### config.mk
export PLATFORM = sky130hd
export DESIGN_NAME = digit_serial_adder
export DESIGN_NICKNAME = d
export VERILOG_FILES = /design/src/rtl/digit_serial_adder_pkg.sv /design/src/rtl/digit_serial_adder_digit_adder.sv /design/src/rtl/digit_serial_adder.sv
export SDC_FILE = /design/constraint.sdc
export NUM_CORES = 1
export LEC_CHECK = 0
export ABC_AREA = 1
export CORE_ASPECT_RATIO = 1.2
export CORE_MARGIN = 10
export CORE_UTILIZATION = 52
export CTS_BUF_LIST = sky130_fd_sc_hd__clkbuf_2 sky130_fd_sc_hd__clkbuf_4 sky130_fd_sc_hd__clkbuf_8
export CTS_CLUSTER_SIZE = 14
export DETAILED_ROUTE_END_ITERATION = 8
export PLACE_DENSITY_LB_ADDON = 0.12
export SETUP_SLACK_MARGIN = 0.2
export SLEW_MARGIN = 40
export SYNTH_ARGS = -nofsm -noshare
export SYNTH_HDL_FRONTEND = slang
export SYNTH_SLANG_ARGS = --single-unit
### constraint.sdc
create_clock -name CLK -period 3.88 [get_ports CLK]
set_input_delay 0.388 -clock CLK [delete_from_list [all_inputs] [get_ports CLK]]
set_output_delay 0.388 -clock CLK [all_outputs]
set_load 0.01 [all_outputs]
### src/rtl/digit_serial_adder_pkg.sv
// Shared types and cell-cost constants for the digit-serial adder.
// Included by every digit_serial_adder source file.
package digit_serial_adder_pkg;

  typedef enum logic [1:0] {
    ST_IDLE = 2'd0,
    ST_RUN  = 2'd1,
    ST_DONE = 2'd2
  } state_t;

  // Static transistor cost of each library cell used by this block.
  localparam int FA1_COST    = 26;
  localparam int FD2_COST    = 27;
  localparam int MUX21H_COST = 12;
  localparam int CTRL_COST   = 40;

  localparam int NUMBER_W = 51;

  // Cost of a bank of FD2 flip-flops of the given total width.
  function automatic int fd2_bank_cost(input int bits);
    return FD2_COST * bits;
  endfunction

endpackage : digit_serial_adder_pkg

### src/rtl/digit_serial_adder_digit_adder.sv
// DW-bit ripple of FA1 cells with carry in/out; reports its own cell cost.
module digit_adder
  import digit_serial_adder_pkg::*;
#(
  parameter int DW = 4
) (
  input  logic [DW-1:0]       i_a,
  input  logic [DW-1:0]       i_b,
  input  logic                i_ci,
  output logic [DW-1:0]       o_s,
  output logic                o_co,
  output logic [NUMBER_W-1:0] number
);

  logic [DW:0] w_c;

  assign w_c[0] = i_ci;

  for (genvar g = 0; g < DW; g++) begin : g_fa1
    assign o_s[g]     = i_a[g] ^ i_b[g] ^ w_c[g];
    assign w_c[g + 1] = (i_a[g] & i_b[g]) | (w_c[g] & (i_a[g] ^ i_b[g]));
  end

  assign o_co   = w_c[DW];
  assign number = NUMBER_W'(FA1_COST * DW);

endmodule : digit_adder

### src/rtl/digit_serial_adder.sv
// Multi-cycle adder: BW-bit operands summed DW bits per clock over N = BW/DW edges.
// Define DIGIT_SERIAL_ACC_EN for accumulate mode (o_s feeds back as operand A, i_clr port).
module digit_serial_adder
  import digit_serial_adder_pkg::*;
#(
  parameter int BW = 16,
  parameter int DW = 4
) (
  input  logic                CLK,
  input  logic                RESET,
  input  logic                i_start,
  input  logic [BW-1:0]       i_a,
  input  logic [BW-1:0]       i_b,
`ifdef DIGIT_SERIAL_ACC_EN
  input  logic                i_clr,
`endif
  output logic [BW-1:0]       o_s,
  output logic                o_c,
  output logic                o_busy,
  output logic                o_done,
  output logic [NUMBER_W-1:0] number
);

  localparam int N  = BW / DW;
  localparam int CW = $clog2(N);

  // a_sh, b_sh, sum (3*BW), carry, cnt and the 2-bit state.
  localparam int REG_BITS = 3 * BW + 1 + CW + 2;
`ifdef DIGIT_SERIAL_ACC_EN
  localparam int ACC_COST = MUX21H_COST * BW;
`else
  localparam int ACC_COST = 0;
`endif

  state_t          r_state;
  logic [BW-1:0]   r_a_sh;
  logic [BW-1:0]   r_b_sh;
  logic [BW-1:0]   r_sum;
  logic            r_carry;
  logic [CW-1:0]   r_cnt;
`ifdef DIGIT_SERIAL_ACC_EN
  logic            r_clr_pend;
`endif

  logic [DW-1:0]       w_d;
  logic                w_cy;
  logic [BW-1:0]       w_sum_next;
  logic                w_accept;
  logic                w_last;
  logic [BW-1:0]       w_a_load;
  logic [NUMBER_W-1:0] w_da_number;

  digit_adder #(
    .DW(DW)
  ) u_digit_adder (
    .i_a    (r_a_sh[DW-1:0]),
    .i_b    (r_b_sh[DW-1:0]),
    .i_ci   (r_carry),
    .o_s    (w_d),
    .o_co   (w_cy),
    .number (w_da_number)
  );

  assign w_sum_next = {w_d, r_sum[BW-1:DW]};
  assign w_accept   = i_start && (r_state != ST_RUN);
  assign w_last     = (r_cnt == CW'(N - 1));

`ifdef DIGIT_SERIAL_ACC_EN
  // The running total re-enters as operand A; i_a is unused in this mode.
  assign w_a_load = i_clr ? '0 : o_s;
`else
  assign w_a_load = i_a;
`endif

  // NOTE: every state register, including the datapath shifters, gets a
  // reset value so an abort mid-RUN leaves no stale partial sum behind.
  always_ff @(posedge CLK or negedge RESET) begin
    if (!RESET) begin
      r_state    <= ST_IDLE;
      r_a_sh     <= '0;
      r_b_sh     <= '0;
      r_sum      <= '0;
      r_carry    <= 1'b0;
      r_cnt      <= '0;
`ifdef DIGIT_SERIAL_ACC_EN
      r_clr_pend <= 1'b0;
`endif
      o_s        <= '0;
      o_c        <= 1'b0;
      o_busy     <= 1'b0;
      o_done     <= 1'b0;
    end else begin
      // NOTE: non-blocking assignments so every register samples the
      // pre-edge values, exactly like the FD2 cells they map to.
      case (r_state)
        ST_RUN: begin
          r_a_sh  <= r_a_sh >> DW;
          r_b_sh  <= r_b_sh >> DW;
          r_sum   <= w_sum_next;
          r_carry <= w_cy;
          r_cnt   <= r_cnt + CW'(1);
          if (w_last) begin
            o_s <= w_sum_next;
`ifdef DIGIT_SERIAL_ACC_EN
            o_c <= w_cy | (o_c & ~r_clr_pend);
`else
            o_c <= w_cy;
`endif
            r_state <= ST_DONE;
            o_busy  <= 1'b0;
            o_done  <= 1'b1;
          end else begin
            o_done  <= 1'b0;
          end
        end

        default: begin
          // IDLE and DONE both accept a start; DONE lasts one cycle only.
          o_done <= 1'b0;
          if (w_accept) begin
            r_a_sh  <= w_a_load;
            r_b_sh  <= i_b;
            r_sum   <= '0;
            r_carry <= 1'b0;
            r_cnt   <= '0;
`ifdef DIGIT_SERIAL_ACC_EN
            r_clr_pend <= i_clr;
`endif
            r_state <= ST_RUN;
            o_busy  <= 1'b1;
          end else begin
            r_state <= ST_IDLE;
            o_busy  <= 1'b0;
          end
        end
      endcase
    end
  end

  assign number = w_da_number
                + NUMBER_W'(fd2_bank_cost(REG_BITS) + CTRL_COST + ACC_COST);

endmodule : digit_serial_adder

==> results of run 1 <==
## flip-flops by register name (all words and copies together), names as in the netlist
| name | flops |
|---|---|
| o_s | 16 |
| r_a_sh | 16 |
| r_b_sh | 16 |
| r_sum | 12 |
| r_cnt | 2 |
| r_state | 2 |
| o_c | 1 |
| o_done | 1 |
| r_carry | 1 |
## logic make-up (layout without fill, tap and decap cells)
| kind of cell | after synthesis | after routing | synth area share |
|---|---|---|---|
| AOI/OAI and AO/OA | 2 | 2 | 0.003043 |
| adders and majority gates | 5 | 5 | 0.02815 |
| other | 2 | 51 | 0.002283 |
| buffers and inverters | 86 | 83 | 0.1693 |
| and+or+nand+nor | 220 | 220 | 0.2876 |
| DFF | 67 | 67 | 0.5097 |
## critical path: cells and delay by family (launching register included)
kind | cells | cell delay (ns)
adder cells (fa/ha/maj) | 4 | 1.32
buffers and inverters | 4 | 0.29
flip-flops | 1 | 0.38
AND/OR/NAND/NOR | 2 | 0.14
## cell usage in the layout (no fill, tap or decap)
cell type	count
nand2_1	133
nand3_1	80
dfrtp_1	67
clkdlybuf4s50_1	52
conb_1	51
inv_1	13
clkbuf_8	10
fa_1	4
nor2_1	3
buf_4	3
inv_2	2
nor2_4	2
o21ai_0	2
nand2_4	1
nand2_2	1
ha_1	1
clkinv_2	1
buf_2	1
buf_16	1
## area by class of cell
cell class / count / area (µm²)
Tap cell: 82 / 102.6
Inverter: 15 / 56.30
Clock buffer: 10 / 137.6
Timing Repair Buffer: 57 / 575.6
Sequential cell: 67 / 1677
Multi-Input combinational cell: 278 / 1245
Clock inverter: 1 / 5.005
Fill cell: 583 / 2291
## power groups by stage
| stage | Sequential, W | Clock [W] | Combinational (W) |
|---|---|---|---|
| after global placement | 0.00113 | 0 | 0.000988 |
| final | 0.00113 | 0.000458 | 0.00103 |
| after CTS | 0.00113 | 0.000469 | 0.00105 |
| after floorplan | 0.00114 | 0 | 0.000734 |
| after global routing | 0.00116 | 0.000506 | 0.00117 |
| after detailed placement | 0.00114 | 0 | 0.00105 |
## metrics by stage
step / worst slack, ns / hold WS, ns / total power (W)
after floorplan: 1.832 / 0.09241 / 0.001877
after global placement: 1.750 / 0.4531 / 0.002115
after detailed placement: 1.707 / 0.4587 / 0.002186
after CTS: 1.692 / 0.1209 / 0.002647
after global routing: 1.534 / 0.1511 / 0.002841
final: 1.689 / 0.09573 / 0.002617
## path summary, 6_finish.rpt
path                             to  cells after the start
min in group CLK           r_sum[4]                      2
min                          o_s[6]                      1
max in group asynchronous  r_sum[7]                      2
min reg2reg                r_sum[4]                      2
max reg2reg                 o_s[15]                     10
max                         o_s[15]                     10
## metal layers
metal / up-vias / part of all wire / global-route usage
met5: - / 0 / 0
met4: 0 / 0.012 / 0.05298
met3: 10 / 0.071 / 0.04955
met2: 69 / 0.51 / 0.2313
met1: 1107 / 0.40 / 0.1466
li1: 1190 / - / -
==> metrics.cfg, run 1 <==
[outcome]
status = complete, no violations

[sta]
final.period_utilization = 0.5646
relSlewSlack = 0.5448
fmax_ghz = 0.4565
min_period_ns = 2.191
setup_tns_ns = 0
clock_skew_ns = 0.007431
setup-violations-final = 0
worstMarginPinSlew_ns = 0.6828
slew_viol_final = 0
hold_viol = 0
rsz0062_at_grt = no

[global_route]
antenna_found_initial = 0
grt_pass1_wl_mm = 11.04
grtUsageTotal = 0.1343
first_global_vias = 2364
overflow = 0
grt_max_degree = 60

[pwr]
clkPwrFrac = 0.175
powerDensity_nw_per_um2 = 689.0
p_int_w = 0.001629
p_seq_frac = 0.431
p_sw_w = 0.0009888
p_leak_nw = 1.976
ir_drop_mv = 0.3179
p_comb_frac = 0.394
p_sw_frac = 0.3778

[die]
dieArea_um2 = 9920
core_um2 = 6090
start_util = 0.5402
dieWidth_um = 92.61
die_y_um = 107.1
rows = 31
io_pins = 105

[synth]
synth_cells = 382
syn_area_per_cell_um2 = 8.611
synth_most_common_cell = nand2_1
yosysTopAreaCellShare = 0.5097
yosys_warnings = 0
syn_area_um2 = 3289
ys_types = 17
yosys-top-cells-count = nand2_1, nand3_1, dfrtp_1
yosysTopAreaCell = dfrtp_1
synth_seq_cells = 67
synth_ff_type = dfrtp_1
synth.area.top_cells = dfrtp_1, nand2_1, buf_4
ys_async_sr_fraction = 1.000
yosysSeqAreaShare = 0.5097
synth_edf_count = 0

[critical_path]
crit_type = flop to flop
worstPathRequired_ns = 4.15
arrival_ns = 2.46
crit_slowest_cell = fa_1
critPathLaunchType = flop
r2r_setup_slack_ns = 1.69
cp-end-kind = flop
crit_path_start = r_a_sh[0]
crit_path_cell_trace = inv_1 > fa_1 > inv_1 > fa_1 > fa_1 > inv_1 > fa_1 > inv_1 > nand2_1 > nand2_1
cp_max_fo = 2
critPathMaxStageDelay_ns = 0.41
crit-reg2reg-launch = r_a_sh[0]

[cts]
ctsHtreeMaxLevel = 3
post-cts-setup-buffers = 0
cts.clk_slew.worst_paths_ns = 0.07
cts_num_sinks = 67
root_buffer = clkbuf_8
clock_latency_ns = 0.33
clock_path_buffers = 2
cts_tree = done
cts_buffers = 9
cts_hold_buf = 0
ctsResizeCount = 0

[route]
dr_total_vias = 2376
routedWlPerCell_um = 13.00
drt_iter0_drc = 65
drtAntennaViolNets = 0
totalWireLength_mm = 6.630
drc = 0
dr.pass1.iters = 4
vias_per_cell = 4.659

[placed_design]
dp.cells = 499
io_buffers = 53
place_hpwl_mm = 4.746
dpl_cell_area_um2 = 3656
gp_congestion = 0.7263

[finish]
layout-drive-gt1-share = 0.05140
fin_nets = 468
final_cells = 510
post-route-util = 0.6238
syn_to_final_growth_pct = 15.48
num_antenna_cells = 0
final_area_um2 = 3799

[run]
maxCapViolCount = 0

[worst_hold_path]
hold_class = input port to asynchronous set/reset pin

No activity file was read; power rests on OpenSTA's default activity.
==> run 2, diff against run 1 <==
--- a/config.mk
+++ b/config.mk
@@ -8,7 +8,7 @@
 export ABC_AREA = 1
 export CORE_ASPECT_RATIO = 1.2
 export CORE_MARGIN = 10
-export CORE_UTILIZATION = 52
+export CORE_UTILIZATION = 48
 export CTS_BUF_LIST = sky130_fd_sc_hd__clkbuf_2 sky130_fd_sc_hd__clkbuf_4 sky130_fd_sc_hd__clkbuf_8
 export CTS_CLUSTER_SIZE = 14
 export DETAILED_ROUTE_END_ITERATION = 8
==> constraint.sdc (replaced) <==
create_clock -name CLK -period 2.2 [get_ports CLK]
set_input_delay 0.22 -clock CLK [delete_from_list [all_inputs] [get_ports CLK]]
set_output_delay 0.22 -clock CLK [all_outputs]
set_load 0.01 [all_outputs]
==> run 2 against run 1 <==
Register-to-register slack worse by 1.5 ns. Critical path depth unchanged. Routed wire length increased by 2.3%. Total power grew 87%. First-iteration DRC count grew 3.1%.
==> metrics.cfg, run 2 (synthesis gave the netlist of run 1 again) <==
[finish]
num_antenna_cells = 0  ; unchanged
final_cells = 529  ; +3.7%
layout-drive-gt1-share = 0.09502  ; +0.04362
largest_registers = o_s: 16 flops, r_a_sh: 16 flops, r_b_sh: 16 flops
final_area_um2 = 3925  ; +3.3%
fin_nets = 477  ; +1.9%
mostFrequentLayoutCell = nand2_1
mostFrequentLayoutCells = nand2_1, nand3_1, dfrtp_1
syn_to_final_growth_pct = 19.32

[die]
dieWidth_um = 95.57  ; +3.2%
die_y_um = 110.7  ; +3.3%
io_pins = 105  ; unchanged
start_util = 0.4858  ; -0.05440
dieArea_um2 = 10580  ; +6.6%
core_um2 = 6771  ; +11%
rows = 33  ; +6.5%

[global_route]
grt_pass1_wl_mm = 11.43  ; +3.5%
grt_max_degree = 59  ; -1.7%
antenna_found_initial = 0  ; unchanged
grtUsageTotal = 0.1324  ; -0.001842
first_global_vias = 2394  ; +1.3%
overflow = 0  ; unchanged

[cts]
cts_buffers = 9  ; unchanged
root_buffer = clkbuf_8
cts_num_sinks = 67  ; unchanged
cts_tree = done
cts.clk_slew.worst_paths_ns = 0.07  ; about the same
ctsHtreeMaxLevel = 3  ; unchanged
clock_path_buffers = 2  ; unchanged
clock_latency_ns = 0.34  ; about the same

[placed_design]
dpl_cell_area_um2 = 3680  ; +0.65%
gp_congestion = 0.7575  ; +4.3%
place_hpwl_mm = 4.933  ; +3.9%
io_buffers = 53  ; unchanged
dp_slack_ns = 0.1208  ; -1.586 ns
dp.cells = 509  ; +2.0%

[route]
drt_iter0_drc = 67  ; +3.1%
vias_per_cell = 4.514  ; -3.1%
drtAntennaViolNets = 0  ; unchanged
routedWlPerCell_um = 12.82  ; -1.4%
totalWireLength_mm = 6.782  ; +2.3%
dr.pass1.iters = 4  ; unchanged
dr_total_vias = 2388  ; +0.51%
drc = 0  ; unchanged

[critical_path]
worstPathRequired_ns = 2.48  ; -1.67 ns
cp_num_buf_inv = 4  ; unchanged
cp-end-kind = flop
reg2reg_to = o_s[15]
r2r_setup_slack_ns = 0.14  ; -1.54 ns
crit_type = flop to flop
cp_max_fo = 2  ; unchanged
crit_path_cell_trace = inv_2 > fa_1 > inv_1 > fa_2 > fa_2 > inv_2 > fa_1 > inv_1 > nand2_1 > nand2_1
crit_slowest_cell = dfrtp_1
critPathLaunchType = flop
rr_worst_depth = 10  ; unchanged
cpLargestDelayFamily = adder cells
crit-reg2reg-launch = r_b_sh[0]
critPathMaxStageDelay_ns = 0.40  ; about the same
arrival_ns = 2.33  ; -0.13 ns

[outcome]
status = complete, no violations

[sta]
fmax_ghz = 0.4866  ; +6.6%
setup_slack_ns = 0.1450  ; -1.545 ns
relSlewSlack = 0.6467  ; +0.1019
hold_viol = 0  ; unchanged
setup_tns_ns = 0  ; unchanged
rsz0062_at_grt = yes
worstMarginPinSlew_ns = 0.5299  ; -0.1529 ns
setup-violations-final = 0  ; unchanged
hold_ws_ns = 0.3828  ; +0.2871 ns
slew_viol_final = 0  ; unchanged
clock_skew_ns = 0.006361  ; -0.001070 ns
min_period_ns = 2.055  ; -0.1355 ns
final.period_utilization = 0.9341  ; +0.3695

[pwr]
powerDensity_nw_per_um2 = 1247  ; +81%
ir_drop_mv = 0.7083  ; +120%
p_leak_nw = 2.036  ; +3.1%

[run]
maxCapViolCount = 0  ; unchanged

[worst_hold_path]
hold_class = input port to asynchronous set/reset pin

-- run 2: how the worst max path moves through the flow --
stage                         start      end  slack, ns  cells after the start
final                     r_b_sh[0]  o_s[15]       0.14                     10
after global routing        r_carry  o_s[15]       0.03                     10
after CTS                 r_a_sh[0]  o_s[15]       0.14                     10
after detailed placement  r_a_sh[0]  o_s[15]       0.12                     10
after global placement    r_a_sh[0]  o_s[15]       0.15                     10
after floorplan           r_a_sh[0]  o_s[15]       0.23                     10
-- run 2: worst reg2reg max path, stage by stage, from the launching register on --
cell	delay, ns
dfrtp_1	0.40
inv_2	0.06
fa_1	0.16
inv_1	0.05
fa_2	0.34
fa_2	0.35
inv_2	0.06
fa_1	0.39
inv_1	0.07
nand2_1	0.05
nand2_1	0.08
-- run 2: repair_timing --
| action | CTS | global route |
|---|---|---|
| gates resized for setup | 4 | 1 |
| pin swaps | 0 | 1 |
| buffers inserted | 2 | 1 |
| hold buffers | 1 | 0 |
| setup endpoints to repair | 2 | 4 |
| hold endpoints to repair | 20 | 0 |
-- run 2: layout make-up --
cell class / count / area, µm²
Clock buffer: 12 / 165.2
Clock inverter: 4 / 47.55
Fill cell: 666 / 2846
Inverter: 15 / 56.30
Multi-Input combinational cell: 278 / 1245
Sequential cell: 67 / 1677
Tap cell: 87 / 108.9
Timing Repair Buffer: 66 / 625.6
-- run 2: metrics by stage --
step / util / total power, W
final: 0.5796 / 0.004893
after global routing: 0.5796 / 0.005325
after CTS: 0.5785 / 0.004960
after detailed placement: 0.5434 / 0.003853
after global placement: 0.5434 / 0.003807
after floorplan: - / 0.003318
-- run 2: routing by layer --
metal	wire, µm	part of all wire	GRT usage	vias to the layer above
met2	3442	0.51	0.2100	64
met4	92	0.014	0.06798	0
met5	0	0	0	-
li1	-	-	-	1211
met3	476	0.070	0.03794	9
met1	2770	0.41	0.1571	1104
-- run 2: report_power, final --
group / internal (W) / switching (W)
registers: 0.00171 / 0.000273
clock network: 0.000612 / 0.000451
logic: 0.000770 / 0.00107
